File: config.mk
export PLATFORM = sky130hd
export DESIGN_NAME = fa_bist_controller
export DESIGN_NICKNAME = d
export VERILOG_FILES = /design/src/rtl/fa_bist_pkg.sv /design/src/rtl/fa_bist_controller.sv
export SDC_FILE = /design/constraint.sdc
export NUM_CORES = 1
export LEC_CHECK = 0
export CAP_MARGIN = 40
export CORE_UTILIZATION = 40
export CTS_CLUSTER_SIZE = 10
export DETAILED_ROUTE_END_ITERATION = 8
export SETUP_SLACK_MARGIN = 0.15
export SLEW_MARGIN = 5
export SYNTH_ARGS = -nofsm -noshare
export SYNTH_HDL_FRONTEND = slang
export SYNTH_SLANG_ARGS = --single-unit
File: constraint.sdc
create_clock -name clk -period 5.25 [get_ports clk]
set_input_delay 1.05 -clock clk [delete_from_list [all_inputs] [get_ports clk]]
set_output_delay 1.05 -clock clk [all_outputs]
set_load 0.005 [all_outputs]
File: src/rtl/fa_bist_pkg.sv
// Shared definitions for the full-adder BIST controller: state encoding,
// vector count, field widths and the golden full-adder response.
package fa_bist_pkg;

    localparam int unsigned NUM_VECTORS = 8;
    localparam int unsigned VEC_W       = 3;
    localparam int unsigned CNT_W       = 4;
    localparam int unsigned ERR_W       = 4;

    typedef enum logic [1:0] {
        ST_IDLE   = 2'd0,
        ST_APPLY  = 2'd1,
        ST_SAMPLE = 2'd2,
        ST_DONE   = 2'd3
    } state_e;

    // Golden response for vector {A,B,Cin}, returned as {Cout,S}.
    function automatic logic [1:0] fa_expected(input logic [VEC_W-1:0] v);
        logic a;
        logic b;
        logic c;
        a = v[2];
        b = v[1];
        c = v[0];
        return {(a & b) | (a & c) | (b & c), a ^ b ^ c};
    endfunction

endpackage

File: src/rtl/fa_bist_controller.sv
// Exhaustive self-test sequencer for a single full adder: walks the eight
// input vectors, compares the response and reports a per-vector fail map.
module fa_bist_controller
    import fa_bist_pkg::*;
#(
    parameter int unsigned SETTLE_CYCLES = 1,
    parameter int unsigned STOP_ON_FAIL  = 0
) (
    input  logic             clk,
    input  logic             rst_n,
    input  logic             start,
    output logic             A,
    output logic             B,
    output logic             Cin,
    input  logic             S,
    input  logic             Cout,
    output logic             busy,
    output logic             done,
    output logic             pass,
    output logic [ERR_W-1:0] err_count,
    output logic [7:0]       fail_vec
);

    localparam logic [CNT_W-1:0] SETTLE_LAST = CNT_W'(SETTLE_CYCLES - 1);
    localparam logic [VEC_W-1:0] VEC_LAST    = VEC_W'(NUM_VECTORS - 1);

    state_e           state_q, state_d;
    logic [VEC_W-1:0] v_q, v_d;
    logic [CNT_W-1:0] cnt_q, cnt_d;
    logic [VEC_W-1:0] abc_q, abc_d;
    logic             busy_q, busy_d;
    logic             done_q, done_d;
    logic             pass_q, pass_d;
    logic [ERR_W-1:0] err_q, err_d;
    logic [7:0]       fail_q, fail_d;
    logic             mismatch_c;

    assign mismatch_c = ({Cout, S} != fa_expected(v_q));

    // Next-state and registered-output computation.
    always_comb begin
        state_d = state_q;
        v_d     = v_q;
        cnt_d   = cnt_q;
        err_d   = err_q;
        fail_d  = fail_q;
        pass_d  = pass_q;
        busy_d  = 1'b0;
        done_d  = 1'b0;
        abc_d   = '0;

        case (state_q)
            ST_IDLE, ST_DONE: begin
                if (start) begin
                    state_d = ST_APPLY;
                    v_d     = '0;
                    cnt_d   = '0;
                    err_d   = '0;
                    fail_d  = '0;
                    pass_d  = 1'b0;
                end
            end
            ST_APPLY: begin
                if (cnt_q == SETTLE_LAST) begin
                    cnt_d   = '0;
                    state_d = ST_SAMPLE;
                end else begin
                    cnt_d = cnt_q + CNT_W'(1);
                end
            end
            ST_SAMPLE: begin
                if (mismatch_c) begin
                    err_d       = err_q + ERR_W'(1);
                    fail_d[v_q] = 1'b1;
                end
                if ((v_q == VEC_LAST) || (mismatch_c && (STOP_ON_FAIL != 0))) begin
                    state_d = ST_DONE;
                end else begin
                    v_d     = v_q + VEC_W'(1);
                    state_d = ST_APPLY;
                end
            end
            default: state_d = ST_IDLE;
        endcase

        busy_d = (state_d == ST_APPLY) || (state_d == ST_SAMPLE);
        done_d = (state_d == ST_DONE);
        abc_d  = busy_d ? v_d : '0;
        // Verdict is latched once, on the transition into DONE.
        if ((state_d == ST_DONE) && (state_q != ST_DONE)) begin
            pass_d = (err_d == '0);
        end
    end

    always_ff @(posedge clk or negedge rst_n) begin
        if (!rst_n) begin
            state_q <= ST_IDLE;
            v_q     <= '0;
            cnt_q   <= '0;
            abc_q   <= '0;
            busy_q  <= 1'b0;
            done_q  <= 1'b0;
            pass_q  <= 1'b0;
            err_q   <= '0;
            fail_q  <= '0;
        end else begin
            state_q <= state_d;
            v_q     <= v_d;
            cnt_q   <= cnt_d;
            abc_q   <= abc_d;
            busy_q  <= busy_d;
            done_q  <= done_d;
            pass_q  <= pass_d;
            err_q   <= err_d;
            fail_q  <= fail_d;
        end
    end

    assign {A, B, Cin} = abc_q;
    assign busy        = busy_q;
    assign done        = done_q;
    assign pass        = pass_q;
    assign err_count   = err_q;
    assign fail_vec    = fail_q;

endmodule

# After elaboration in Yosys (flattened, before gate mapping)
# Cells that the tools add are included.
[word_totals]
ramBits = 0
wordCells = 69
latchBits = 0
ff_bits = 27
mem_bits_ro = 0
out_inout_bits = 18
memories = 0
inputBits = 5
[op_classes]
n_div = 0
n_mul = 0
reduce_logical = 14
shifts = 0
order_cmp = 2
add_sub_neg = 3
muxes = 22
bitwise_logic = 8
eq_ne = 11
[ops]
columns = ["operator", "n"]
rows = [
  ["4-bit two-way mux", 4],
  ["8-bit two-way mux", 2],
  ["4-bit case mux with 2 select lines", 2],
  ["8-bit case mux with 2 select lines", 1],
  ["3-bit two-way mux", 3],
  ["4-bit by 1-bit adder with 4-bit output (second input constant)", 2],
  ["2-bit equality test (second input constant)", 4],
  ["4-bit zero test", 2],
  ["8-bit OR", 1],
  ["2-bit nonzero test", 4],
  ["2-bit two-way mux", 3],
  ["2-bit inequality test (second input constant)", 3],
  ["2-bit case mux with 3 select lines", 1],
  ["3-bit case mux with 2 select lines", 1],
  ["2-bit by 1-bit equality test with 1-bit output (second input constant)", 2],
  ["3-bit by 4-bit < comparator with 1-bit output (second input constant)", 1],
  ["1-bit two-way mux", 4],
  ["2-bit AND reduction", 2],
  ["3-bit by 1-bit adder with 3-bit output (second input constant)", 1],
  ["1-bit AND", 3],
  ["1-bit demux with 3-bit select", 1],
  ["3-bit equality test (second input constant)", 1],
  ["3-bit by 1-bit greater-or-equal comparator with 1-bit output (second input constant)", 1],
  ["3-bit AND reduction", 1],
  ["other kinds (7)", 10],
]

# Longest topological paths before layout
[depth]
ltp_word = 8
mapped_depth = 10
ltp_nobuf = 10

# Worst setup path after synthesis
# Ideal clock, no wire load.
[synth_path]
kind = "register to register"
from = "register v_q[2]"
to = "register pass_q (netlist: pass)"
t_required_ns = 5.158
n_path_buf = 1
period_less_slack_ns = 2.339
setup_ns = 0.092
stages_incl_launch_ff = 9
slack_ns = 2.911
arrival_ns = 2.247
path_cell_list = "dfrtp_1 > clkbuf_1 > inv_1 > fa_1 > xnor2_1 > o21ai_1 > mux2_4 > a22o_1 > o31ai_2"
[synth_via]
elab_chain_len = 8
elab_cells_between_ends = 19
cone_classes = "3 x eq/ne; 5 x mux; 6 x bitwise; 5 x reduce/logical"
[synth_lines]
columns = ["item", "line", "text"]
rows = [
  ["start, declared", "fa_bist_controller.sv:28", "logic [VEC_W-1:0] v_q, v_d;"],
  ["start signal, assigned", "fa_bist_controller.sv:108", "v_q <= v_d;"],
  ["1-bit AND", "fa_bist_pkg.sv:25", "return {(a & b) | (a & c) | (b & c), a ^ b ^ c};"],
  ["1-bit OR (2 in a row)", "fa_bist_pkg.sv:25", ""],
  ["2-bit inequality test (*)", "fa_bist_controller.sv:38", "assign mismatch_c = ({Cout, S} != fa_expected(v_q));"],
  ["4-bit two-way mux (*)", "fa_bist_controller.sv:72", "if (mismatch_c) begin"],
  ["4-bit case mux with 2 select lines (*)", "fa_bist_controller.sv:52", "case (state_q)"],
  ["named net err_d[2]", "fa_bist_controller.sv:34", "logic [ERR_W-1:0] err_q, err_d;"],
  ["4-bit zero test (*)", "fa_bist_controller.sv:91", "pass_d = (err_d == '0);"],
  ["1-bit two-way mux (*)", "fa_bist_controller.sv:90", "if ((state_d == ST_DONE) && (state_q != ST_DONE)) begin"],
  ["end signal, assigned", "fa_bist_controller.sv:113", "pass_q <= pass_d;"],
  ["end, declared", "fa_bist_controller.sv:33", "logic pass_q, pass_d;"],
]
# The timed path passes the listed nets; every way through them passes the cells marked *.
# A chain may end at the register's enable or synchronous reset.

# Worst setup path after layout
[layout_path]
from = "register v_q[2]"
to = "register fail_q[5] (netlist: fail_vec[5])"
[layout_via]
elab_chain_len = 7
elab_cells_between_ends = 17
cone_classes = "2 x order compare; 2 x eq/ne; 4 x mux; 7 x bitwise; 2 x reduce/logical"
[layout_lines]
columns = ["item", "line", "text"]
rows = [
  ["3-bit by 4-bit < comparator with 1-bit output (implied by the code) or 3-bit by 1-bit greater-or-equal comparator with 1-bit output (tied branches)", "fa_bist_controller.sv:74", "fail_d[v_q] = 1'b1;"],
  ["1-bit logical AND (implied by the code)", "fa_bist_controller.sv:74", ""],
  ["1-bit two-way mux (implied by the code)", "fa_bist_controller.sv:74", ""],
  ["1-bit demux with 3-bit select", "fa_bist_controller.sv:74", ""],
  ["8-bit OR (no source line)", "-", ""],
  ["8-bit two-way mux", "fa_bist_controller.sv:72", ""],
  ["8-bit case mux with 2 select lines", "fa_bist_controller.sv:52", ""],
  ["end signal, assigned", "fa_bist_controller.sv:115", "fail_q <= fail_d;"],
  ["end, declared", "fa_bist_controller.sv:35", "logic [7:0] fail_q, fail_d;"],
]
# Several ways; a longest one is shown, not always the timed one. The select of a mux whose other input is x is not followed.

==> summary.log <==
INFO  setup_path     worstRegToRegCells=7
INFO  timing         finalSetupViolations=0
INFO  grt            grt_usage=16.6%
INFO  synthesis      post_synth_most_frequent_cells=dfrtp_1, a21oi_1, nor2_1, ha_1, inv_1
INFO  placed_design  globalplace.congestion=0.786
INFO  synthesis      synth.top_cell.area_share=47.1%
INFO  min_path       worstHoldStart=fail_vec[3]
INFO  min_path       min_delay_path_depth=2
INFO  detailed_routing firstDrtPassIters=4
INFO  setup_path     critPathRequiredTime=5.53ns
INFO  clocking       cts-root-buf=clkbuf_4
INFO  detailed_routing dr_wl_met2=1360um
INFO  detailed_routing number_of_vias_per_cell=5.29
INFO  setup_path     critical_path.max_fanout=10
INFO  detailed_routing routed_wirelength=2830um
INFO  die            io-pin-count=23
INFO  cells_and_area drive_gt1_share=7.55%
INFO  grt            antenna_violations_before_repair=0
INFO  timing         timing.slew.headroom=62.5%
INFO  status         run_status=finished clean
INFO  detailed_routing met3_length=129um
INFO  clocking       htree_levels=1
INFO  synthesis      synthesis.instances=135
INFO  pwr            switching_power=0.000334W
INFO  synthesis      synth-main-ff-cell=dfrtp_1
INFO  pwr            power_density=461nW/um^2
INFO  setup_path     element_type_at_the_critical_path_start=register
INFO  grt            grt_start_max_net_pins=28
INFO  placed_design  detailed_placement_hpwl=2160um
INFO  setup_path     setup.reg_to_reg.worst_slack=2.65ns
INFO  timing         pnr_worst_setup_slack=2.65ns
INFO  synthesis      synth.cell_area=1430um^2
INFO  clocking       postCtsSetupRepairBufs=0
INFO  grt            grt_first_pass_wirelength=4560um
INFO  pwr            netSwitchingFraction=42.0%
INFO  synthesis      synth_area_leader_cell=dfrtp_1
INFO  synthesis      netlist_top_cells_area=dfrtp_1, ha_1, a21oi_1
INFO  die            core_area=3390um^2
INFO  die            floorplan.initialDensity=42.3%
INFO  grt            grt.overflow.total=0
INFO  timing         finalSetupTns=0ns
INFO  pwr            seq_power_share=36.1%
INFO  cells_and_area layout.cells.non_filler=205
INFO  setup_path     cp-end-kind=register
INFO  cells_and_area filler_cell_count=307
INFO  timing         clock_skew_after_layout=0.0167ns
INFO  die            die_y=61.9um
INFO  timing         clock.fmax=384MHz
INFO  setup_path     timing.critical_path.arrival=2.88ns
INFO  clocking       clock_transition_at_path_regs=0.16ns
INFO  die            chipWidth=61.9um
INFO  timing         grt_setup_unrepaired=no
INFO  pwr            vdd_ir_drop_max=0.000223V
INFO  cells_and_area area.growth.synth_to_final=20.2%
INFO  timing         period_share=49.6%
INFO  cells_and_area n_antenna_cell=0
INFO  pwr            cell_internal_pwr=0.000461W
INFO  die            design.die.area=3830um^2
INFO  synthesis      ys.warnings.count=0
INFO  synthesis      yosysMostFrequentCell=dfrtp_1
INFO  min_path       min_path_type=reg2reg
INFO  detailed_routing avgRoutedWirePerCell=13.8um
INFO  cells_and_area nets=178
INFO  timing         final-max-slew-violation-count=0
INFO  run            maxCapViolations=0
INFO  synthesis      synth.lib_cells_used.distinct=39
INFO  detailed_routing route.detailed.drc=0
INFO  detailed_routing initialDrtViolationCount=61
INFO  synthesis      post_synth.cell_area_avg=10.6um^2
INFO  setup_path     crit-reg2reg-launch=v_q[2]
INFO  min_path       worstHoldEndpoint=fail_vec[3]
INFO  clocking       hold_buffers=0
INFO  detailed_routing dr_total_vias=1,084
INFO  clocking       insertion_delay_of_the_later_clocked_pin_in_the_worst_skew_pair=0.33ns
INFO  setup_path     timing.setup.critical_path_class=reg2reg
INFO  detailed_routing topRoutingLayerUsed=met4
INFO  clocking       cts_resized=0
INFO  grt            grt_pass1_vias=997
INFO  clocking       tritoncts=done
INFO  detailed_routing drtAntennaViolNets=0
INFO  pwr            comb_power_share=52.1%
INFO  synthesis      syn_nets=153
INFO  detailed_routing routedLengthMet1=1310um
INFO  timing         hold_viol_final=0
INFO  die            num_rows=21
INFO  placed_design  place_worst_setup_slack=2.33ns
INFO  pwr            clock_network_fraction_of_design_power=11.8%
INFO  placed_design  portBuffers=22
INFO  timing         fin_worst_hold_slack=0.510ns
INFO  placed_design  placedCellCount=201
INFO  clocking       clock_tree.buffer_depth=2
INFO  clocking       cts_buffers=3
INFO  synthesis      synth_enable_flop_cells=0
INFO  synthesis      postSynth.asyncResetShare=100%
INFO  timing         tightestPinTransition=0.561ns
INFO  clocking       cts_sinks=27
INFO  setup_path     timing.rr.end=fail_vec[5]
INFO  synthesis      register_area_share_after_synthesis=47.1%
INFO  synthesis      yosys_reg_bits=27
INFO  timing         min_clock_period_post_route=2.60ns
INFO  pwr            total_leakage_power=0.760nW
[power groups by stage]
stage               registers [W]  clock network, W  logic (W)
floorplan                0.000290                 0   0.000282
global placement         0.000291                 0   0.000410
detailed placement       0.000292                 0   0.000415
CTS                      0.000288         0.0000975   0.000420
global route             0.000293          0.000102   0.000472
finish                   0.000287         0.0000938   0.000414
[flip-flops by register name (all words and copies together), names as in the netlist]
name / flops
fail_vec: 8
cnt_q: 4
err_count: 4
abc_q: 3
v_q: 3
state_q: 2
busy: 1
done: 1
pass: 1
[cells in the final DEF (no fill, tap or decap), types with 2 or more instances in the layout]
| cell | count |
|---|---|
| and2_1 | 4 |
| xnor2_1 | 2 |
| o21ai_0 | 6 |
| a21oi_1 | 13 |
| nand3_1 | 3 |
| dfrtp_1 | 27 |
| a32o_1 | 2 |
| and3_1 | 2 |
| clkbuf_4 | 3 |
| xor2_1 | 2 |
| nor2_1 | 13 |
| a2111oi_2 | 2 |
| clkdlybuf4s50_1 | 22 |
| nand2_1 | 7 |
| inv_1 | 8 |
| a22o_1 | 3 |
| nor3_1 | 2 |
| ha_1 | 12 |
| nand2b_1 | 4 |
| a21o_1 | 2 |
[worst max-delay path, stage by stage, from the launching register on]
cell	delay, ns
dfrtp_1	0.55
inv_1	0.15
fa_1	0.50
xnor2_1	0.34
nor2_1	0.16
a2111oi_2	0.60
a21oi_1	0.14
nor2_1	0.11
[per-layer routing]
metal,GRT usage [%],vias to the layer above
li1,-,531
met1,22.2,527
met2,26.7,21
met3,3.11,5
met4,6.67,0
met5,0,-
[logic make-up (layout without fill, tap and decap cells)]
family	Yosys count	count (layout)	synth area share, %
buffers and inverters	11	35	3.84
and+or+nand+nor	40	40	14.0
AOI/OAI and AO/OA	38	38	18.9
DFF	27	27	47.1
xor gates and xnor gates	4	4	2.44
adders and majority gates	13	13	11.9
muxes	2	2	1.83
[worst max-delay path by stage]
stage                     startpoint          end  slack, ns  cells past startpoint
after detailed placement        Cout  fail_vec[5]       2.33                      6
after global placement          Cout  fail_vec[5]       2.39                      6
final                         v_q[2]  fail_vec[5]       2.65                      7
after global routing          v_q[2]  fail_vec[7]       2.41                      7
after floorplan               v_q[2]         pass       2.91                      8
after CTS                     v_q[2]  fail_vec[4]       2.62                      7
[through the flow]
| step | instance area, um^2 | total power (W) | util (%) |
|---|---|---|---|
| after floorplan | 1430 | 0.000572 | - |
| after global placement | 1690 | 0.000701 | 50.0 |
| after detailed placement | 1690 | 0.000707 | 50.0 |
| after CTS | 1720 | 0.000805 | 50.9 |
| after global routing | 1720 | 0.000867 | 50.9 |
| final | 1720 | 0.000795 | 50.9 |
[area by class of cell]
cell class                 count  area (um^2)  share of cell area [%]
timing repair buffer          23          228                    13.2
clock buffer                   3         22.5                    1.31
clock inverter                 1         7.51                   0.435
tap                           46         57.6                    3.34
multi-input combinational     97          703                    40.8
inverter                       8         30.0                    1.74
sequential                    27          676                    39.2
No activity file was read; power rests on OpenSTA's default activity.
